**src/rtl/shift_mix_addkey_stage_if.sv**
```systemverilog
// Handshake/bus bundle for the AES ShiftRows/MixColumns/AddRoundKey stage.
// Optional out_parity member is present only when SMA_PARITY_EN is defined.
interface shift_mix_addkey_stage_if #(
  parameter int RW = 4
);
  logic           in_valid;
  logic           in_ready;
  logic           in_first;
  logic [127:0]   in_state;
  logic [127:0]   in_rkey;
  logic           out_valid;
  logic           out_ready;
  logic [127:0]   out_state;
  logic [RW-1:0]  out_round;
  logic           out_last;
  logic           round_err;
`ifdef SMA_PARITY_EN
  logic [15:0]    out_parity;

  modport slave (
    input  in_valid, in_first, in_state, in_rkey, out_ready,
    output in_ready, out_valid, out_state, out_round, out_last, round_err, out_parity
  );

  modport master (
    output in_valid, in_first, in_state, in_rkey, out_ready,
    input  in_ready, out_valid, out_state, out_round, out_last, round_err, out_parity
  );
`else
  modport slave (
    input  in_valid, in_first, in_state, in_rkey, out_ready,
    output in_ready, out_valid, out_state, out_round, out_last, round_err
  );

  modport master (
    output in_valid, in_first, in_state, in_rkey, out_ready,
    input  in_ready, out_valid, out_state, out_round, out_last, round_err
  );
`endif
endinterface

```
**src/rtl/shift_mix_addkey_stage.sv**
```systemverilog
// AES round back half: ShiftRows, MixColumns (skipped on round NR), AddRoundKey,
// registered behind valid/ready. Optional SMA_PARITY_EN adds per-byte even parity.
module shift_mix_addkey_stage #(
  parameter int NR = 10,
  parameter int RW = 4
) (
  input  logic                   clk,
  input  logic                   rst,
  shift_mix_addkey_stage_if.slave bus
);

  typedef enum logic {IDLE, BUSY} state_t;

  state_t         state_reg, state_next;
  logic [RW-1:0]  rnd_reg, rnd_next;
  logic [RW-1:0]  eff_round;
  logic           final_round;
  logic           accept;
  logic           err_next;

  logic           out_valid_reg;
  logic [127:0]   out_state_reg;
  logic [RW-1:0]  out_round_reg;
  logic           out_last_reg;
  logic           round_err_reg;

  logic [7:0]     sb [16];
  logic [7:0]     sr [16];
  logic [7:0]     mc [16];
  logic [7:0]     rb [16];
  logic [127:0]   result;

  function automatic logic [7:0] xtime(input logic [7:0] b);
    return {b[6:0], 1'b0} ^ (b[7] ? 8'h1B : 8'h00);
  endfunction

  // Single output register: a beat can enter whenever the slot is empty or draining.
  assign bus.in_ready = rst || !out_valid_reg || bus.out_ready;
  assign accept       = bus.in_valid && bus.in_ready && !rst;

  // Byte k sits at row k%4, column k/4; ShiftRows rotates row r left by r.
  genvar gi;
  generate
    for (gi = 0; gi < 16; gi++) begin : g_bytes
      localparam int R = gi % 4;
      localparam int C = gi / 4;
      assign sb[gi] = bus.in_state[127-8*gi -: 8];
      assign sr[gi] = sb[R + 4*((C + R) % 4)];
      assign rb[gi] = (final_round ? sr[gi] : mc[gi]) ^ bus.in_rkey[127-8*gi -: 8];
      assign result[127-8*gi -: 8] = rb[gi];
    end

    for (gi = 0; gi < 4; gi++) begin : g_mix
      logic [7:0] a0, a1, a2, a3;
      assign a0 = sr[4*gi + 0];
      assign a1 = sr[4*gi + 1];
      assign a2 = sr[4*gi + 2];
      assign a3 = sr[4*gi + 3];
      assign mc[4*gi + 0] = xtime(a0) ^ xtime(a1) ^ a1 ^ a2 ^ a3;
      assign mc[4*gi + 1] = a0 ^ xtime(a1) ^ xtime(a2) ^ a2 ^ a3;
      assign mc[4*gi + 2] = a0 ^ a1 ^ xtime(a2) ^ xtime(a3) ^ a3;
      assign mc[4*gi + 3] = xtime(a0) ^ a0 ^ a1 ^ a2 ^ xtime(a3);
    end
  endgenerate

  always_ff @(posedge clk) begin
    if (rst) begin
      state_reg <= IDLE;
      rnd_reg   <= '0;
    end else begin
      state_reg <= state_next;
      rnd_reg   <= rnd_next;
    end
  end

  // A misframed beat is still processed, always as round 1.
  always_comb begin
    state_next  = state_reg;
    rnd_next    = rnd_reg;
    err_next    = 1'b0;
    eff_round   = bus.in_first ? RW'(1) : rnd_reg + RW'(1);
    final_round = (eff_round == RW'(NR));
    if (accept) begin
      case (state_reg)
        IDLE:    err_next = !bus.in_first;
        BUSY:    err_next = bus.in_first;
        default: err_next = 1'b0;
      endcase
      if (final_round) begin
        rnd_next   = '0;
        state_next = IDLE;
      end else begin
        rnd_next   = eff_round;
        state_next = BUSY;
      end
    end
  end

  always_ff @(posedge clk) begin
    if (rst) begin
      out_valid_reg <= 1'b0;
      out_state_reg <= '0;
      out_round_reg <= '0;
      out_last_reg  <= 1'b0;
      round_err_reg <= 1'b0;
    end else begin
      round_err_reg <= err_next;
      if (accept) begin
        out_valid_reg <= 1'b1;
        out_state_reg <= result;
        out_round_reg <= eff_round;
        out_last_reg  <= final_round;
      end else if (bus.out_ready) begin
        out_valid_reg <= 1'b0;
      end
    end
  end

  assign bus.out_valid = out_valid_reg;
  assign bus.out_state = out_state_reg;
  assign bus.out_round = out_round_reg;
  assign bus.out_last  = out_last_reg;
  assign bus.round_err = round_err_reg;

`ifdef SMA_PARITY_EN
  logic [15:0] par_next;
  logic [15:0] out_parity_reg;

  generate
    for (gi = 0; gi < 16; gi++) begin : g_par
      assign par_next[gi] = ^rb[gi];
    end
  endgenerate

  always_ff @(posedge clk) begin
    if (rst) begin
      out_parity_reg <= '0;
    end else if (accept) begin
      out_parity_reg <= par_next;
    end
  end

  assign bus.out_parity = out_parity_reg;
`endif

endmodule

```
**src/flat_wrapper.sv**
```systemverilog
// flat-port wrapper written by rule: the top's interface ports become plain ports
module shift_mix_addkey_stage_flat 
#(
  parameter int NR = 10,
  parameter int RW = 4
)
  (clk, rst, bus_in_valid, bus_in_first, bus_in_state, bus_in_rkey, bus_out_ready, bus_in_ready, bus_out_valid, bus_out_state, bus_out_round, bus_out_last, bus_round_err);
  shift_mix_addkey_stage_if #(.RW(RW)) bus_i ();
  input  logic clk;
  input  logic rst;
  input wire logic [$bits(bus_i.in_valid)-1:0] bus_in_valid;
  input wire logic [$bits(bus_i.in_first)-1:0] bus_in_first;
  input wire logic [$bits(bus_i.in_state)-1:0] bus_in_state;
  input wire logic [$bits(bus_i.in_rkey)-1:0] bus_in_rkey;
  input wire logic [$bits(bus_i.out_ready)-1:0] bus_out_ready;
  output wire logic [$bits(bus_i.in_ready)-1:0] bus_in_ready;
  output wire logic [$bits(bus_i.out_valid)-1:0] bus_out_valid;
  output wire logic [$bits(bus_i.out_state)-1:0] bus_out_state;
  output wire logic [$bits(bus_i.out_round)-1:0] bus_out_round;
  output wire logic [$bits(bus_i.out_last)-1:0] bus_out_last;
  output wire logic [$bits(bus_i.round_err)-1:0] bus_round_err;
  assign bus_i.in_valid = bus_in_valid;
  assign bus_i.in_first = bus_in_first;
  assign bus_i.in_state = bus_in_state;
  assign bus_i.in_rkey = bus_in_rkey;
  assign bus_i.out_ready = bus_out_ready;
  assign bus_in_ready = bus_i.in_ready;
  assign bus_out_valid = bus_i.out_valid;
  assign bus_out_state = bus_i.out_state;
  assign bus_out_round = bus_i.out_round;
  assign bus_out_last = bus_i.out_last;
  assign bus_round_err = bus_i.round_err;
  shift_mix_addkey_stage #(.NR(NR), .RW(RW)) u_core (.clk(clk), .rst(rst), .bus(bus_i));
endmodule
```
**config.mk**
```make
export PLATFORM = sky130hd
export DESIGN_NAME = shift_mix_addkey_stage_flat
export DESIGN_NICKNAME = d
export VERILOG_FILES = /design/src/rtl/shift_mix_addkey_stage_if.sv /design/src/rtl/shift_mix_addkey_stage.sv /design/src/flat_wrapper.sv
export SDC_FILE = /design/constraint.sdc
export NUM_CORES = 1
export LEC_CHECK = 0
export ABC_AREA = 1
export BUFFER_PORTS_ARGS = -buffer_cell sky130_fd_sc_hd__buf_2
export CAP_MARGIN = 20
export CORE_ASPECT_RATIO = 0.5
export CORE_MARGIN = 10
export CORE_UTILIZATION = 60
export DETAILED_ROUTE_END_ITERATION = 10
export PLACE_DENSITY = 0.88
export REMOVE_ABC_BUFFERS = 1
export SYNTH_ARGS = -nofsm -noshare
export SYNTH_HDL_FRONTEND = slang
export SYNTH_SLANG_ARGS = --single-unit
```
**constraint.sdc**
```tcl
create_clock -name clk -period 2.38 [get_ports clk]
set_input_delay 0.357 -clock clk [delete_from_list [all_inputs] [get_ports clk]]
set_output_delay 0.357 -clock clk [all_outputs]
set_load 0.005 [all_outputs]
```
=== Word level (Yosys, flattened, before mapping) ===
Index checks and enable logic that the tools add are counted.

* Register bits: 140
* Latch bits: 0
* Memory bits (writable): 0
* Bits in read-only memories: 0
* Input bits: 261
* Output and inout bits: 136
* Word-level logic and storage cells: 154
* Memories kept: 0

* Add/sub/neg operators: 1
* Multiply operators: 0
* Divide/modulo/power cells: 0
* Order comparisons: 0
* Equal/unequal tests: 1
* Shift operators: 0
* Muxes and demuxes: 38
* Bitwise logic cells: 98
* Reductions and logical operators: 9

{| class="wikitable"
|+ Operators by type and width
! kind !! number
|-
| 8-bit XOR || 96
|-
| 8-bit two-way mux || 16
|-
| 5-bit two-way mux || 16
|-
| 4-bit two-way mux || 2
|-
| 4-bit by 1-bit adder with 4-bit output, second input constant || 1
|-
| 4-bit equality test, second input constant || 1
|-
| 1-bit zero test || 3
|-
| 1-bit two-way mux || 3
|-
| 1-bit logical AND || 2
|-
| 1-bit logical OR || 2
|-
| 1-bit NOT || 2
|-
| 1-bit case mux with 2 select lines || 1
|-
| 2-bit nonzero test || 1
|-
| 2-bit OR reduction || 1
|}

=== Depth between registers and ports, before layout ===
Gate-level depths: netlist of the first run.

* Depth after elaboration: 8
* Mapped depth: 14
* Mapped depth without buffers: 13

=== Worst setup path before layout of the first run ===
Ideal clock, no wire load.

* Kind: flip-flop to flip-flop
* Start: register u_core.rnd_reg[0]
* End: register u_core.out_state_reg[99], in the netlist u_core.bus.out_state[99]
* Setup time: 0.115 ns
* Arrival: 1.518 ns
* Data required time: 2.265 ns
* Setup slack: 0.747 ns
* Stages on the path, launching flop included: 12
* Buffers on the path: 2
* Clock period less this slack: 1.633 ns
* Path through: dfxtp_1 > ha_1 > xor2_1 > nor2_1 > nand2_2 > buf_2 > buf_2 > nand3_1 > nand3_1 > nand2_1 > nor2_1 > nor2_1

* Cells in the longest elaborated chain, start to end: 5

{| class="wikitable"
|+ Ends and longest elaborated chain
! what !! RTL line !! text
|-
| start: declaration || shift_mix_addkey_stage.sv:15 || <nowiki>logic [RW-1:0] rnd_reg, rnd_next;</nowiki>
|-
| start signal: assignment || shift_mix_addkey_stage.sv:72 || <nowiki>rnd_reg <= rnd_next;</nowiki>
|-
| 4-bit by 1-bit adder with 4-bit output || shift_mix_addkey_stage.sv:81 || <nowiki>eff_round = bus.in_first ? RW'(1) : rnd_reg + RW'(1);</nowiki>
|-
| 4-bit two-way mux || shift_mix_addkey_stage.sv:81 ||
|-
| 4-bit equality test || shift_mix_addkey_stage.sv:82 || <nowiki>final_round = (eff_round == RW'(NR));</nowiki>
|-
| 8-bit two-way mux || shift_mix_addkey_stage.sv:49 || <nowiki>assign rb[gi] = (final_round ? sr[gi] : mc[gi]) ^ bus.in_rkey[127-8*gi -: 8];</nowiki>
|-
| 8-bit XOR || shift_mix_addkey_stage.sv:49 ||
|-
| end signal: assignment || shift_mix_addkey_stage.sv:110 || <nowiki>out_state_reg <= result;</nowiki>
|-
| end: declaration || shift_mix_addkey_stage.sv:22 || <nowiki>logic [127:0] out_state_reg;</nowiki>
|}

Every way passes these cells.
A chain may end at the register's enable or synchronous reset.

=== Worst setup path in the final report of the first run ===
* Start: register u_core.rnd_reg[0]
* End: register u_core.out_state_reg[9], in the netlist u_core.bus.out_state[9]

The elaborated chain is that of the path after synthesis.

==> results.yml, run 1 <==
detailed_routing:
  drt-initial-drc-count: 2075
  drtPass1Iterations: 6
  viasPerCell: 5.25
  postRouteAntennaNets: 0
  wl_per_cell_um: 13.4
  drc: 0
  vias: 21869
  wl_mm: 55.9
global_route:
  antenna_found_initial: 20
  grt_pass1_vias: 19255
  grt_max_degree: 101
  grt_pass1_wl_mm: 90.0
  gr-total-overflow: 0
  grt_use_total: 0.306
timing:
  min_period_ns: 2.08
  max-slew-margin-rel: 0.615
  rsz0062_at_grt: "false"
  fin_ws_ns: 0.296
  hold_viol: 0
  period_share: 0.875
  max_freq_mhz: 480
  tightest_slew_ns: 0.578
  maxSlewViolCount: 0
  finClkSkew_ns: 0.00696
  setup_violations: 0
clock_network:
  cts_resized: 0
  root_buffer: "clkbuf_16"
  clockBufferDepth: 2
  cts_sinks: 139
  h-tree-depth: 4
  cts_tree: "built"
  postCtsSetupBuffers: 0
  ctsHoldBuffers: 0
  numCtsBuffers: 17
  cts.clk_slew.worst_paths_ns: 0.07
  clock_latency_ns: 0.45
worst_setup_path:
  criticalPathCategory: "reg2reg"
  crit_top_cell: "nand2_1"
  startpoint_type: "flop"
  worst_path_max_delay_cell: "buf_12"
  path_cells: "ha_1 -> nand2_1 -> nor2_1 -> nand2_4 -> inv_4 -> buf_12 -> nand2_1 -> nand3_1 -> nand3_1 -> nand2_1 -> inv_1"
  worstPathRequired_ns: 2.73
  crit_path_end_kind: "flop"
  path_max_fanout: 64
  max_stage_delay_ns: 0.34
  arrival_ns: 2.43
  rr_worst_depth: 11
power:
  p_per_area_nw_per_um2: 464
  power.leakage_nw: 13.1
  totalPowerFinal_mw: 8.90
  worst_ir_drop_vdd_v: 0.000550
layout:
  final_nets: 4037
  seq_area_sq_um: 2780
  fillers: 2508
  drive_above_1_share: 0.120
  layout_common_cells: "nand2_1 (2,070), nand3_1 (549), inv_1 (435)"
  multi_input_area_sq_um: 11300
  finalNonFillerCells: 4162
  final_common_cell: "nand2_1"
  largest_reg_flops: 128
  stdcell_area_sq_um: 19200
  area_growth_pct: 16.9
placement:
  place_congestion: 0.951
  post-dp-hpwl_mm: 42.7
  place_ws_ns: 0.347
  dpl.cell_count: 4108
  io_buffers: 396
  postPlaceCellArea_sq_um: 18500
logic_synthesis:
  yosysWarnings: 0
  synth_area_sq_um: 16400
  synth_flop_cell: "dfxtp_1"
  yosysSeqAreaShare: 0.170
  ys_types: 23
  synth_edf_count: 0
  ys_seq_elements: 139
  avgSynthCellArea_sq_um: 4.73
  synthArstFlopShare: 0
  syn-instance-count: 3466
floorplanning:
  fp.dieH_um: 137
  die_w_um: 254
  io_pins: 397
  die-area_sq_um: 34700
  core_area_sq_um: 26600
  start_util: 0.615
  rows: 42
worst_hold_path:
  hp-class: "in2reg"
  holdPathStages: 5
run:
  cap_viol_max_count: 0
outcome:
  status: "finished, final reports clean"
## power by group
part	total [mW]	internal (mW)	leakage, nW	switching [mW]
Clock	2.76	1.47	0.270	1.29
Sequential	2.72	2.58	1.16	0.139
Combinational	3.41	1.27	11.6	2.14
## per-layer routing
layer	vias up	global-route usage	wire [um]
li1	11160	-	-
met5	-	0	0
met1	9648	0.354	22100
met4	0	0.161	2220
met2	911	0.544	27300
met3	150	0.0477	4240
## worst max-delay path, delay by kind of cell (launching register included)
| family | cells | cell delay, ns |
|---|---|---|
| flip-flops | 1 | 0.33 |
| adder cells (fa/ha/maj) | 1 | 0.30 |
| AND/OR/NAND/NOR | 7 | 0.73 |
| buffers and inverters | 3 | 0.58 |
## kinds of logic after synthesis
kind of cell | after synthesis | synth area share
AOI/OAI and AO/OA | 16 | 0.00511
xor gates and xnor gates | 33 | 0.0176
adders and majority gates | 1 | 0.000763
buffers and inverters | 575 | 0.139
DFF | 139 | 0.170
and+or+nand+nor | 2702 | 0.668
## cell type report
type	count	share of cell area
multi-input combinational	2752	0.592
clock inverter	15	0.00784
antenna	22	0.00287
sequential	139	0.145
tap	352	0.0230
inverter	448	0.0882
timing repair buffer	417	0.119
clock buffer	17	0.0222
## path summary, 6_finish.rpt
kind | from | end | slack, ns
worst max-delay path | u_core.rnd_reg[0]$_SDFFE_PP0P_ | u_core.bus.out_state[9]$_SDFFE_PP0P_ | 0.30
worst min-delay path | bus_in_rkey[114] | u_core.bus.out_state[114]$_SDFFE_PP0P_ | 0.19
worst max register to register | u_core.rnd_reg[0]$_SDFFE_PP0P_ | u_core.bus.out_state[9]$_SDFFE_PP0P_ | 0.30
worst min register to register | u_core.bus.out_round[3]$_SDFFE_PP0P_ | u_core.bus.out_round[3]$_SDFFE_PP0P_ | 0.48
## through the flow
step,hold WS (ns),setup TNS (ns),util
after floorplan,0.426,-1273.60,-
after global placement,0.447,0,0.695
after detailed placement,0.456,0,0.695
after CTS,0.179,0,0.717
after global routing,0.206,0,0.719
final,0.193,0,0.719
## cells in the mapped netlist (2+ instances only)
cell      number  area (sq um)
a21oi_1       11          55.1
buf_1         11          41.3
buf_2         28           140
buf_4          3          22.5
buf_6         10           113
clkbuf_1      75           282
clkinv_1      10          37.5
dfxtp_1      139          2780
inv_1        436          1640
inv_2          2          7.51
nand2_1     2070          7770
nand3_1      549          2750
nand3b_1      28           210
nor2_1        51           191
o21ai_0        4          20.0
xnor2_1       10          87.6
xor2_1        23           201
(Power assumes the default switching activity.)
==> inputs of run 2 (changes only) <==
- CORE_UTILIZATION: 60 -> 56
- PLACE_DENSITY: 0.88 -> 0.83
- clock period: 2.38 -> 2.1 ns (I/O delays scaled with it)
==> run 2 against run 1 <==
Compared with the run above: clock skew increased by 0.0079 ns; non-clock buffer count increased by 6; die area rose by 6.3%; global-route usage fell by 2.1 points; critical endpoint is now u_core.bus.out_state[37]$_SDFFE_PP0P_.
==> results.yml, run 2 (synthesis results as in run 1) <==
clock_network:
  cts_tree: "built"
  clockBufferDepth: 2
  clock_latency_ns: 0.46
  cts_sinks: 139
  cts.clk_slew.worst_paths_ns: 0.07
  root_buffer: "clkbuf_16"
  h-tree-depth: 4
  numCtsBuffers: 17
timing:
  fin_ws_ns: 0.149
  tightest_slew_ns: 0.375
  period_share: 0.929
  max-slew-margin-rel: 0.750
  max_freq_mhz: 513
  setup_violations: 0
  finClkSkew_ns: 0.0148
  rsz0062_at_grt: "false"
  maxSlewViolCount: 0
  hold_viol: 0
  setup_tns_ns: 0
  min_period_ns: 1.95
layout:
  fillers: 2829
  final_nets: 4043
  final_common_cell: "nand2_1"
  largest_reg_flops: 128
  drive_above_1_share: 0.122
  layout_common_cells: "nand2_1 (2,070), nand3_1 (549), inv_1 (435)"
  stdcell_area_sq_um: 19300
  area_growth_pct: 17.5
worst_hold_path:
  hp-class: "in2reg"
detailed_routing:
  postRouteAntennaNets: 0
  vias: 21411
  drtPass1Iterations: 6
  drt-initial-drc-count: 2085
  wl_per_cell_um: 13.2
  viasPerCell: 5.10
  wl_mm: 55.2
  drc: 0
placement:
  post-dp-hpwl_mm: 42.5
  postPlaceCellArea_sq_um: 18600
  io_buffers: 396
  place_congestion: 0.931
  place_ws_ns: 0.199
global_route:
  grt_pass1_vias: 18621
  grt_max_degree: 66
  grt_pass1_wl_mm: 89.2
  grt_use_total: 0.285
  antenna_found_initial: 13
  gr-total-overflow: 0
floorplanning:
  rows: 44
  die_w_um: 262
  fp.dieH_um: 141
  io_pins: 397
  core_area_sq_um: 28900
  start_util: 0.567
  die-area_sq_um: 36900
worst_setup_path:
  path_cells: "ha_1 -> xor2_1 -> nor2_1 -> nand2_4 -> inv_4 -> buf_16 -> nand2_1 -> nand3_1 -> nand3_1 -> nand2_1 -> inv_1"
  worst_path_max_delay_cell: "dfxtp_1"
  path_max_fanout: 52
  criticalPathCategory: "reg2reg"
  max_stage_delay_ns: 0.34
  arrival_ns: 2.31
  path_buf_inv: 3
  startpoint_type: "flop"
  cp_top_family: "simple AND/OR/NAND/NOR gates"
  worstPathRequired_ns: 2.46
  crit_path_end_kind: "flop"
power:
  p_per_area_nw_per_um2: 525
  totalPowerFinal_mw: 10.1
  power.leakage_nw: 13.1
  worst_ir_drop_vdd_v: 0.000620
run:
  cap_viol_max_count: 0
outcome:
  status: "finished, final reports clean"
[run 2: changes by cell type in the layout (fill, tap and decap cells not counted)]
cell | previous run | this run
buf_16 | 0 | 1
buf_4 | 10 | 15
bufinv_16 | 1 | 2
clkbuf_8 | 0 | 1
clkinv_2 | 0 | 4
clkinv_4 | 2 | 0
clkinvlp_4 | 4 | 5
diode_2 | 22 | 11
inv_6 | 7 | 3
inv_8 | 1 | 0
[run 2: metrics by stage]
stage	std cells	utilization	hold slack [ns]
floorplan	3339	-	0.384
global placement	4153	0.645	0.451
detailed placement	4153	0.645	0.454
CTS	4185	0.665	0.127
global route	4196	0.666	0.147
finish	4196	0.666	0.145
[run 2: where the power goes]
group	internal, mW	switching [mW]
logic	1.44	2.41
registers	2.93	0.146
clock network	1.78	1.40
[run 2: area by class of cell]
type,instances,area [sq um],share of cell area
antenna,11,27.5,0.00143
clock buffer,18,439,0.0228
clock inverter,14,144,0.00747
inverter,448,1690,0.0877
multi-input combinational,2752,11300,0.589
sequential,139,2780,0.145
tap,391,489,0.0254
timing repair buffer,423,2340,0.122
[run 2: timing repair]
action | CTS | global route
hold buffers | 0 | 0
setup endpoints to repair | 0 | 1
buffers inserted | 0 | 0
gates resized for setup | 0 | 1
[run 2: path summary, 6_finish.rpt]
check	startpoint	endpoint	slack [ns]	cells after the start
worst min register to register	u_core.bus.out_last$_SDFFE_PP0P_	u_core.bus.out_last$_SDFFE_PP0P_	0.46	2
worst min-delay path	bus_out_ready	u_core.bus.out_valid$_SDFFE_PP0P_	0.15	4
worst max register to register	u_core.rnd_reg[0]$_SDFFE_PP0P_	u_core.bus.out_state[37]$_SDFFE_PP0P_	0.15	11
worst max-delay path	u_core.rnd_reg[0]$_SDFFE_PP0P_	u_core.bus.out_state[37]$_SDFFE_PP0P_	0.15	11
[run 2: worst min-delay path, delay by kind of cell]
family,cells,cell delay (ns)
buffers and inverters,2,0.11
and+or+nand+nor,1,0.07
AOI/OAI and AO/OA,1,0.06
[run 2: routing by layer]
| layer | global-route usage | share of wire | vias up |
|---|---|---|---|
| met5 | 0 | 0.00049 | - |
| met3 | 0.0440 | 0.068 | 115 |
| met4 | 0.102 | 0.028 | 4 |
| met1 | 0.336 | 0.41 | 9380 |
| met2 | 0.515 | 0.50 | 764 |
| li1 | - | - | 11148 |
==> inputs of run 3 (changes only) <==
- RECOVER_POWER: default -> 50
==> run 3 against run 2 <==
Compared with the run above: routed wire length grew 0.24%; register-to-register slack lost 0.02 ns; clock power is essentially flat; final cell count is essentially flat; largest power group unchanged; highest routed layer unchanged.
==> results.yml, run 3 (synthesis results as in run 1) <==
outcome:
  status: "finished, final reports clean"
layout:
  drive_above_1_share: 0.0952
  final_common_cell: "nand2_1"
  finalNonFillerCells: 4197
  layout_common_cells: "nand2_1 (2,070), nand3_1 (549), inv_1 (435)"
  final_nets: 4043
  fillers: 2890
  largest_reg_flops: 128
  area_growth_pct: 16.7
power:
  p_per_area_nw_per_um2: 527
  power.leakage_nw: 12.8
  totalPowerFinal_mw: 10.1
  worst_ir_drop_vdd_v: 0.000621
worst_setup_path:
  rr_worst_depth: 11
  worstPathRequired_ns: 2.46
  path_max_fanout: 52
  crit_path_end_kind: "flop"
  reg2reg_slack_ns: 0.13
  r2r_start: "u_core.rnd_reg[0]$_SDFFE_PP0P_"
  startpoint_type: "flop"
  r2r_end: "u_core.bus.out_state[37]$_SDFFE_PP0P_"
  criticalPathCategory: "reg2reg"
  arrival_ns: 2.33
global_route:
  grt_pass1_vias: 18621
  gr-total-overflow: 0
  grt_use_total: 0.285
  antenna_found_initial: 13
  grt_pass1_wl_mm: 89.2
  grt_max_degree: 66
detailed_routing:
  drc: 0
  postRouteAntennaNets: 0
  wl_per_cell_um: 13.2
  drt-initial-drc-count: 2158
  wl_mm: 55.4
  vias: 21417
  viasPerCell: 5.10
  drtPass1Iterations: 6
placement:
  io_buffers: 396
  place_ws_ns: 0.199
  place_congestion: 0.931
  dpl.cell_count: 4153
  post-dp-hpwl_mm: 42.5
timing:
  max_freq_mhz: 507
  setup_tns_ns: 0
  hold_viol: 0
  setup_violations: 0
  period_share: 0.940
  max-slew-margin-rel: 0.581
  finClkSkew_ns: 0.0164
  rsz0062_at_grt: "false"
  tightest_slew_ns: 0.628
  maxSlewViolCount: 0
  min_period_ns: 1.97
  fin_ws_ns: 0.126
  holdWs_ns: 0.142
floorplanning:
  die_w_um: 262
  io_pins: 397
  core_area_sq_um: 28900
  start_util: 0.567
  die-area_sq_um: 36900
  rows: 44
  fp.dieH_um: 141
worst_hold_path:
  min-delay-start: "bus_in_valid"
  holdPathStages: 3
  hp-class: "in2reg"
  holdPathEnd: "u_core.bus.out_valid$_SDFFE_PP0P_"
clock_network:
  numCtsBuffers: 17
  h-tree-depth: 4
  postCtsSetupBuffers: 0
  cts_resized: 0
  cts_tree: "built"
  cts.clk_slew.worst_paths_ns: 0.07
  clockBufferDepth: 2
  clock_latency_ns: 0.46
  ctsHoldBuffers: 0
  root_buffer: "clkbuf_16"
  cts_sinks: 139
run:
  cap_viol_max_count: 0
-- run 3: cell types whose count changed in the layout (fill, tap and decap cells not counted), sizes merged --
cell / change
buf: -100
clkbuf: +100
diode: +1
-- run 3: critical path, cell delays in order (launching register included) --
cell and delay (ns):
dfxtp_1 0.34, ha_1 0.22, xor2_1 0.15, nor2_1 0.20, nand2_4 0.13, inv_4 0.12, buf_16 0.24, nand2_1 0.11
nand3_1 0.10, nand3_1 0.11, nand2_1 0.09, inv_1 0.04
-- run 3: per-stage QoR --
| step | cell area, sq um | util |
|---|---|---|
| after floorplan | 15800 | - |
| after global placement | 18600 | 0.645 |
| after detailed placement | 18600 | 0.645 |
| after CTS | 19200 | 0.665 |
| after global routing | 19100 | 0.662 |
| final | 19100 | 0.662 |
-- run 3: worst max path at each step --
stage,slack [ns],start,depth (start not counted),end
final,0.13,u_core.rnd_reg[0]$_SDFFE_PP0P_,11,u_core.bus.out_state[37]$_SDFFE_PP0P_
after global routing,0.002,u_core.rnd_reg[0]$_SDFFE_PP0P_,11,u_core.bus.out_state[37]$_SDFFE_PP0P_
after CTS,0.15,u_core.rnd_reg[0]$_SDFFE_PP0P_,11,u_core.bus.out_state[37]$_SDFFE_PP0P_
after detailed placement,0.20,u_core.rnd_reg[0]$_SDFFE_PP0P_,11,u_core.bus.out_state[19]$_SDFFE_PP0P_
after global placement,0.26,u_core.rnd_reg[0]$_SDFFE_PP0P_,11,u_core.bus.out_state[107]$_SDFFE_PP0P_
after floorplan,-9.74,rst,4,u_core.rnd_reg[1]$_SDFFE_PP0P_
-- run 3: layout make-up --
cell class                 instances  area (sq um)  area share
inverter                         448          1690      0.0882
clock inverter                    14           144     0.00752
clock buffer                      18           439      0.0230
timing repair buffer             423          2220       0.116
tap                              391           489      0.0256
multi-input combinational       2752         11300       0.593
antenna                           12          30.0     0.00157
sequential                       139          2780       0.145
-- run 3: per-layer routing --
metal,global-route usage,wire length [um],vias to the layer above
met5,0,27,-
met4,0.102,1590,4
met3,0.0440,3610,104
met2,0.515,27400,773
met1,0.336,22700,9387
li1,-,-,11149
-- run 3: where the power goes --
part | internal (mW) | switching, mW
Sequential | 2.93 | 0.154
Combinational | 1.39 | 2.41
Clock | 1.78 | 1.41
